### config.mk
export PLATFORM = sky130hd
export DESIGN_NAME = tinycpu_ram_bridge_flat
export DESIGN_NICKNAME = d
export VERILOG_FILES = /design/src/rtl/tinycpu_ram_bridge_if.sv /design/src/rtl/tinycpu_ram_bridge.sv /design/src/flat_wrapper.sv
export SDC_FILE = /design/constraint.sdc
export NUM_CORES = 1
export LEC_CHECK = 0
export CAP_MARGIN = 20
export CORE_MARGIN = 2
export CORE_UTILIZATION = 35
export DETAILED_ROUTE_END_ITERATION = 12
export PLACE_DENSITY_LB_ADDON = 0.05
export SLEW_MARGIN = 20
export SYNTH_ARGS = -nofsm -noshare
export SYNTH_HDL_FRONTEND = slang
export SYNTH_SLANG_ARGS = --single-unit
### constraint.sdc
create_clock -name clk -period 1.5 [get_ports clk]
set_input_delay 0.15 -clock clk [delete_from_list [all_inputs] [get_ports clk]]
set_output_delay 0.15 -clock clk [all_outputs]
set_load 0.02 [all_outputs]
### src/rtl/tinycpu_ram_bridge_if.sv
// Bus bundle between tinycpu, the load/store bridge and the RAM0 port.
// master: the bridge's view (takes CPU requests, drives the RAM handshake).
// slave:  the surrounding CPU/RAM view.
interface tinycpu_ram_bridge_if;
  logic        cpu_req;
  logic        cpu_we;
  logic [31:0] cpu_addr;
  logic [31:0] cpu_wdata;
  logic [3:0]  cpu_be;
  logic [31:0] cpu_rdata;
  logic        cpu_ack;
  logic        cpu_err;
  logic        cpu_busy;

  logic [31:0] ram_raddr;
  logic [31:0] ram_rdata;
  logic        ram_ren;
  logic        ram_rvalid;
  logic [31:0] ram_waddr;
  logic [31:0] ram_wdata;
  logic        ram_wen;
  logic [3:0]  ram_sel;
  logic        ram_wready;

  modport master (
    input  cpu_req, cpu_we, cpu_addr, cpu_wdata, cpu_be,
    output cpu_rdata, cpu_ack, cpu_err, cpu_busy,
    output ram_raddr, ram_ren, ram_waddr, ram_wdata, ram_wen, ram_sel,
    input  ram_rdata, ram_rvalid, ram_wready
  );

  modport slave (
    output cpu_req, cpu_we, cpu_addr, cpu_wdata, cpu_be,
    input  cpu_rdata, cpu_ack, cpu_err, cpu_busy,
    input  ram_raddr, ram_ren, ram_waddr, ram_wdata, ram_wen, ram_sel,
    output ram_rdata, ram_rvalid, ram_wready
  );
endinterface

### src/rtl/tinycpu_ram_bridge.sv
// tinycpu_ram_bridge: single-outstanding load/store bridge from tinycpu to RAM0.
// Optional wait timeout enabled by defining RAM_BRIDGE_TIMEOUT_EN.
//
// state   | meaning
// IDLE    | waiting for cpu_req; address checked and request latched here
// RD_WAIT | ram_ren held until ram_rvalid, read data captured
// WR_WAIT | ram_wen held until ram_wready
// RESP    | one-cycle cpu_ack or cpu_err to the CPU
module tinycpu_ram_bridge #(
  parameter logic [31:0] ADDR_LIMIT = 32'h0400_0000
`ifdef RAM_BRIDGE_TIMEOUT_EN
  , parameter int unsigned TIMEOUT = 255
`endif
) (
  input logic clk,
  input logic rst,
  tinycpu_ram_bridge_if.master bus
);

  typedef enum logic [1:0] {IDLE, RD_WAIT, WR_WAIT, RESP} state_t;

  state_t      state, state_next;
  logic [31:0] addr_q, wdata_q, rdata_q;
  logic [3:0]  be_q;
  logic        err_q, err_next;
  logic        addr_bad;

  assign addr_bad = (bus.cpu_addr[1:0] != 2'b00) || (bus.cpu_addr >= ADDR_LIMIT);

`ifdef RAM_BRIDGE_TIMEOUT_EN
  localparam logic [7:0] TMO = TIMEOUT[7:0];
  logic [7:0] cnt;
  logic       tmo_hit;

  // the limit is reached in the wait cycle whose index (1-based) equals TIMEOUT
  assign tmo_hit = ((cnt + 8'd1) == TMO);

  // wait-cycle counter: zero outside the wait states, so it starts at 0 on entry
  always_ff @(posedge clk) begin
    if (rst)
      cnt <= 8'd0;
    else if ((state == RD_WAIT) || (state == WR_WAIT))
      cnt <= cnt + 8'd1;
    else
      cnt <= 8'd0;
  end
`else
  logic tmo_hit;
  assign tmo_hit = 1'b0;
`endif

  // state register
  always_ff @(posedge clk) begin
    if (rst)
      state <= IDLE;
    else
      state <= state_next;
  end

  // next-state logic; a handshake in the limit cycle takes priority over the timeout
  always_comb begin
    state_next = state;
    err_next   = err_q;
    case (state)
      IDLE: begin
        if (bus.cpu_req) begin
          if (addr_bad) begin
            state_next = RESP;
            err_next   = 1'b1;
          end else if (bus.cpu_we && (bus.cpu_be == 4'b0000)) begin
            state_next = RESP;
            err_next   = 1'b0;
          end else if (bus.cpu_we) begin
            state_next = WR_WAIT;
            err_next   = 1'b0;
          end else begin
            state_next = RD_WAIT;
            err_next   = 1'b0;
          end
        end
      end
      RD_WAIT: begin
        if (bus.ram_rvalid) begin
          state_next = RESP;
        end else if (tmo_hit) begin
          state_next = RESP;
          err_next   = 1'b1;
        end
      end
      WR_WAIT: begin
        if (bus.ram_wready) begin
          state_next = RESP;
        end else if (tmo_hit) begin
          state_next = RESP;
          err_next   = 1'b1;
        end
      end
      RESP:    state_next = IDLE;
      default: state_next = IDLE;
    endcase
  end

  // request latch, response flag and read-data capture
  always_ff @(posedge clk) begin
    if (rst) begin
      addr_q  <= 32'd0;
      wdata_q <= 32'd0;
      be_q    <= 4'd0;
      err_q   <= 1'b0;
      rdata_q <= 32'd0;
    end else begin
      err_q <= err_next;
      if ((state == IDLE) && bus.cpu_req) begin
        addr_q  <= bus.cpu_addr;
        wdata_q <= bus.cpu_wdata;
        be_q    <= bus.cpu_be;
      end
      if ((state == RD_WAIT) && bus.ram_rvalid)
        rdata_q <= bus.ram_rdata;
    end
  end

  // outputs decode straight from state so ren/wen drop the cycle the FSM leaves a wait state
  assign bus.ram_ren   = (state == RD_WAIT);
  assign bus.ram_raddr = (state == RD_WAIT) ? addr_q : 32'd0;
  assign bus.ram_wen   = (state == WR_WAIT);
  assign bus.ram_waddr = (state == WR_WAIT) ? addr_q : 32'd0;
  assign bus.ram_wdata = (state == WR_WAIT) ? wdata_q : 32'd0;
  assign bus.ram_sel   = (state == WR_WAIT) ? be_q : 4'd0;

  assign bus.cpu_ack   = (state == RESP) && !err_q;
  assign bus.cpu_err   = (state == RESP) && err_q;
  assign bus.cpu_busy  = (state != IDLE);
  assign bus.cpu_rdata = rdata_q;

endmodule

### src/flat_wrapper.sv
// flat-port wrapper written by rule: the top's interface ports become plain ports
module tinycpu_ram_bridge_flat 
#(
  parameter logic [31:0] ADDR_LIMIT = 32'h0400_0000

)
  (clk, rst, bus_cpu_req, bus_cpu_we, bus_cpu_addr, bus_cpu_wdata, bus_cpu_be, bus_cpu_rdata, bus_cpu_ack, bus_cpu_err, bus_cpu_busy, bus_ram_raddr, bus_ram_ren, bus_ram_waddr, bus_ram_wdata, bus_ram_wen, bus_ram_sel, bus_ram_rdata, bus_ram_rvalid, bus_ram_wready);
  tinycpu_ram_bridge_if bus_i ();
  input logic clk;
  input logic rst;
  input wire logic [$bits(bus_i.cpu_req)-1:0] bus_cpu_req;
  input wire logic [$bits(bus_i.cpu_we)-1:0] bus_cpu_we;
  input wire logic [$bits(bus_i.cpu_addr)-1:0] bus_cpu_addr;
  input wire logic [$bits(bus_i.cpu_wdata)-1:0] bus_cpu_wdata;
  input wire logic [$bits(bus_i.cpu_be)-1:0] bus_cpu_be;
  output wire logic [$bits(bus_i.cpu_rdata)-1:0] bus_cpu_rdata;
  output wire logic [$bits(bus_i.cpu_ack)-1:0] bus_cpu_ack;
  output wire logic [$bits(bus_i.cpu_err)-1:0] bus_cpu_err;
  output wire logic [$bits(bus_i.cpu_busy)-1:0] bus_cpu_busy;
  output wire logic [$bits(bus_i.ram_raddr)-1:0] bus_ram_raddr;
  output wire logic [$bits(bus_i.ram_ren)-1:0] bus_ram_ren;
  output wire logic [$bits(bus_i.ram_waddr)-1:0] bus_ram_waddr;
  output wire logic [$bits(bus_i.ram_wdata)-1:0] bus_ram_wdata;
  output wire logic [$bits(bus_i.ram_wen)-1:0] bus_ram_wen;
  output wire logic [$bits(bus_i.ram_sel)-1:0] bus_ram_sel;
  input wire logic [$bits(bus_i.ram_rdata)-1:0] bus_ram_rdata;
  input wire logic [$bits(bus_i.ram_rvalid)-1:0] bus_ram_rvalid;
  input wire logic [$bits(bus_i.ram_wready)-1:0] bus_ram_wready;
  assign bus_i.cpu_req = bus_cpu_req;
  assign bus_i.cpu_we = bus_cpu_we;
  assign bus_i.cpu_addr = bus_cpu_addr;
  assign bus_i.cpu_wdata = bus_cpu_wdata;
  assign bus_i.cpu_be = bus_cpu_be;
  assign bus_cpu_rdata = bus_i.cpu_rdata;
  assign bus_cpu_ack = bus_i.cpu_ack;
  assign bus_cpu_err = bus_i.cpu_err;
  assign bus_cpu_busy = bus_i.cpu_busy;
  assign bus_ram_raddr = bus_i.ram_raddr;
  assign bus_ram_ren = bus_i.ram_ren;
  assign bus_ram_waddr = bus_i.ram_waddr;
  assign bus_ram_wdata = bus_i.ram_wdata;
  assign bus_ram_wen = bus_i.ram_wen;
  assign bus_ram_sel = bus_i.ram_sel;
  assign bus_i.ram_rdata = bus_ram_rdata;
  assign bus_i.ram_rvalid = bus_ram_rvalid;
  assign bus_i.ram_wready = bus_ram_wready;
  tinycpu_ram_bridge #(.ADDR_LIMIT(ADDR_LIMIT)) u_core (.clk(clk), .rst(rst), .bus(bus_i));
endmodule
Word level (Yosys, flattened, before mapping)

Index checks and enable logic that the tools add are counted.
Widths: inputs -> output; s select.

Flip-flop bits (word level): 103
Latch bits: 0
RAM bits: 0
Bits in read-only memories: 0
Input bits: 106
Output and inout port bits: 137
Word-level logic and storage cells: 38
Memories: 0

Add/subtract/negate cells: 0
Multiply operators: 0
Div/mod/pow operators: 0
Magnitude comparators: 1
Equal/unequal tests: 6
Shifts and indexed selects: 0
Multiplexer cells: 12
Bitwise gates (word level): 0
Reduce and logical (&&, ||, !) cells: 13

Operators by type and width:

| operator             | count |
|---|---|
| $mux 32              | 3 |
| $ge 32x27->1 const B | 1 |
| $mux 2               | 6 |
| $pmux 2 s4           | 1 |
| $logic_and 1x1->1    | 5 |
| $eq 2x2->1 const B   | 2 |
| $logic_not 4->1      | 1 |
| $mux 4               | 1 |
| $ne 2x1->1 const B   | 2 |
| $reduce_bool 2->1    | 2 |
| $reduce_and 3->1     | 1 |
| $eq 2x1->1 const B   | 1 |
| $logic_not 2->1      | 1 |
| $ne 2x2->1 const B   | 1 |
| $reduce_and 2->1     | 1 |
| $logic_not 1->1      | 1 |
| $logic_or 1x1->1     | 1 |
| $mux 1               | 1 |

Logic depth before layout (Yosys ltp)

Word-level depth: 6
Mapped depth: 8
Mapped depth without buffers: 5

Least setup slack after synthesis

OpenSTA, ideal clock, no wires.

Path type: flip-flop to flip-flop
Start: reg u_core.state[1]
End: reg u_core.state[0]
Arrival time: 1.640 ns
Required time: 1.408 ns
Setup slack: -0.232 ns
Stages on the path, launching flop included: 6
Path buffers: 0
Clock period less this slack: 1.732 ns
Cells stage by stage: dfxtp_1 inv_1 ha_1 nor2b_4 or4_4 o32ai_1

Cells in the longest elaborated chain, start to end: 3
Elaborated cells between the ends (all ways): 9
Those cells by class: eq/ne: 6; mux: 1; reduce/logical: 2

RTL lines:

| what                              | RTL line                 | text |
|---|---|---|
| start: declaration                | tinycpu_ram_bridge.sv:22 | `state_t state, state_next;` |
| start signal: assignment          | tinycpu_ram_bridge.sv:57 | `state <= state_next;` |
| $eq 2x1->1 (*)                    | -                        |  |
| named net bus_ram_ren             | flat_wrapper.sv:21       | `output wire logic [$bits(bus_i.ram_ren)-1:0] bus_ram_ren;` |
| $ne 2x1->1 (no source line)       | -                        |  |
| $reduce_and 3->1 (no source line) | -                        |  |

Mark *: on every way through the listed nets, which the timed path passes. The rest lies on a longest branch.
A chain may end at the register's enable or synchronous reset.

Final worst setup path

Start: reg u_core.state[1]
End: reg u_core.state[1]

Cells in the longest elaborated chain, start to end: 3
Elaborated cells between the ends (all ways): 9
Those cells by class: eq/ne: 6; mux: 1; reduce/logical: 2

RTL lines:

| what                                                      | RTL line                 | text |
|---|---|---|
| $eq 2x2->1 (tied with other cells)                        | tinycpu_ram_bridge.sv:64 | `case (state)` |
| $ne 2x1->1 (no source line) or $ne 2x2->1 (tied branches) | -                        |  |
| $reduce_and 3->1 (no source line)                         | -                        |  |

Parallel ways exist; a longest one is shown, timed or not.

==> metrics.md <==
| Metric | Value |
|---|---|
| Final GP Congestion | 0.839 |
| Crit Path Max Fanout | 5 |
| Antenna viol nets, final | 0 |
| Pre-CTS WS | -0.289 ns |
| DR vias/cell | around 4.7 |
| Vias | 4844 |
| First-pass GRT wire length | roughly 23 mm |
| Post-Syn Nets | just under 700 |
| Sequential area share after synthesis | 47.4% |
| Die X | ~120 um |
| Max-cap violation count | 0 |
| Hpwl dp | a little over 10 mm |
| Worst-Skew Late Latency | 0.34 ns |
| Arrival @ worst endpoint | 1.99 ns |
| Initial detailed-routing violation count | ~200 |
| Ant diodes | 0 |
| PwrDens | between 1000 and 1500 nW/um^2 |
| P_leak | about 3.5 nW |
| TritonCTS Sinks | approximately 100 |
| CP Capture Type | register |
| Area Growth Syn to Fin | 94.5% |
| Register bit total from synthesis | just over 100 |
| Post-synthesis cell count | roughly 580 |
| Critical register-to-register path startpoint | u_core.state[1] |
| Setup TNS | -18.11 ns |
| Final nets | around 960 |
| H-tree levels | 3 |
| Hold_ws | around 0.29 ns |
| Die Ht | between 100 and 150 um |
| Core area | approximately 12000 um^2 |
| Fraction of registers with async set/reset | 0% |
| Share of cells above drive strength 1 | around a third |
| Hold path startpoint | rst |
| Post-synth top cells | nand2_1, dfxtp_1, a21oi_1, and2_1, clkbuf_1 |
| Slew @ Worst Pin | ~0.5 ns |
| Number of global-route vias before repair | between 4000 and 5000 |
| Total track usage | between 20% and 30% |
| Placed cell area | ~7200 um^2 |
| CTS tree | yes |
| Setup WS post-layout | -0.249 ns |
| Synthesis Warnings | 0 |
| CTS root buffer | clkbuf_16 |
| Worst Setup SP | u_core.state[1] |
| CTS hold repair buffers | 0 |
| Area share of the largest cell type after synthesis | 47.4% |
| Synth cell types | 19 |
| Top FF cell, synth | dfxtp_1 |
| # DRC | 0 |
| Peak supply drop | between 0.0007 and 0.0008 V |
| GRT overflow | 0 |
| DRT Pass-1 Iters | 5 |
| IO Pins | ~240 |
| Critical path type | reg2reg |
| Pin count of the biggest net entering global routing | 43 |
| Largest area contributor in the netlist | dfxtp_1 |
| RSZ-0062 raised after global routing | yes |
| Final-report setup violation count | roughly 180 |
| Fin crit period | 1.75 ns |
| Failing checks | negative setup slack |
| Number of enable flip-flop cells after synthesis | 0 |
| Rows | 40 |
| Initial antenna violation count | 0 |
| Fmax | ~0.57 GHz |
| HP Class | in2reg |
| Period utilisation layout | 117% |
| Final instance area | ~8500 um^2 |
| CTS Buffer Depth | 2 |
| TritonCTS buffer count | 9 |
| Port Buf Inserts | between 200 and 250 |
| Slew headroom | between 60% and 70% |
| Clock transition at path regs | approximately 0.07 ns |
| WL/cell | 16.0 um |
| Req. time, crit path | ~1.7 ns |
| Most instantiated library cell after synthesis | nand2_1 |
| Die area | ~13000 um^2 |
| Fin. max-slew vios | 0 |
| Max Clock Skew | roughly 0.009 ns |
| Synth area leaders | dfxtp_1, nand2_1, and2_1 |
| Mapped Area | approximately 4400 um^2 |
| Final Hold Fails | 0 |
| Avg Synthesized Cell Area | ~7.5 um^2 |
| Initial Util | approximately 36% |
| Fin util | a little over two thirds |
| Final Routed Wirelength | 16.4 mm |
| Worst Setup Start Kind | register |
| Status | complete, but fails checks |
[cell families after synthesis]
| kind of cell | share of synthesized area [%] |
|---|---|
| flip-flops | 47.4 |
| AO/OA/AOI/OAI | 11.9 |
| adder cells (fa/ha/maj) | 1.44 |
| buffers and inverters | 4.34 |
| AND/OR/NAND/NOR | 35.0 |
[cells in the final DEF, fill, tap and decap left out, types with 3 or more instances in the layout]
cell type,n
nor3_1,3
dfxtp_1,101
and2_4,80
a21oi_2,3
buf_2,11
buf_4,25
nor4_1,3
nand2_2,21
and2_1,22
nand2_1,181
clkdlybuf4s50_1,136
a21oi_1,97
inv_4,3
buf_8,5
ha_4,3
buf_6,98
buf_12,17
clkbuf_16,19
[flip-flops by register name (all words and copies together) (netlist names)]
register and count:
u_core.addr_q 32, u_core.bus.cpu_rdata 32, u_core.wdata_q 32, u_core.be_q 4, u_core.state 2, u_core.err_q 1
[critical path: stages, from the launching register on]
cell and delay (ns):
dfxtp_4 0.39, inv_4 0.05, ha_4 0.18, buf_12 0.14, nor2b_4 0.12, or4_4 0.53, o32ai_2 0.25
[final timing paths]
kind / end / slack, ns / cells past startpoint
setup reg to reg: u_core.state[1] / -0.25 / 6
hold reg to reg: u_core.bus.cpu_rdata[4] / 0.45 / 2
hold / removal: u_core.addr_q[16] / 0.29 / 2
setup / recovery: u_core.state[1] / -0.25 / 6
[routing by layer]
layer  GRT usage, %  part of all wire, %
met1           26.1                   41
met2           38.6                   51
met3           5.23                  6.2
met5              0                    0
met4           6.83                  1.7
[final cells by class]
| class | instances | area [um^2] |
|---|---|---|
| fill | 990 | 3590 |
| timing repair buffer | 304 | 3430 |
| multi-input combinational | 430 | 2430 |
| sequential | 103 | 2070 |
| clock buffer | 12 | 246 |
| tap | 168 | 210 |
| clock inverter | 3 | 66.3 |
| inverter | 4 | 20.0 |
[stage by stage]
stage / instances / power [mW]
after global routing: 1024 / 12.1
after floorplan: 581 / 5.33
after global placement: 971 / 7.03
after CTS: 1002 / 10.3
final: 1024 / 11.5
after detailed placement: 971 / 7.13
[power by group]
part	switching, mW	leakage, nW	internal [mW]
clock network	0.985	0.153	1.50
logic	2.55	2.48	3.01
registers	0.296	0.842	3.17
[what timing repair did]
item                                   CTS  global route
setup endpoints to repair              180           205
pin swaps                               11            27
gates cloned                             4            13
buffers inserted                        12            11
endpoints found under the hold margin    0             0
resized for setup                      520           222
(Power assumes the default switching activity.)
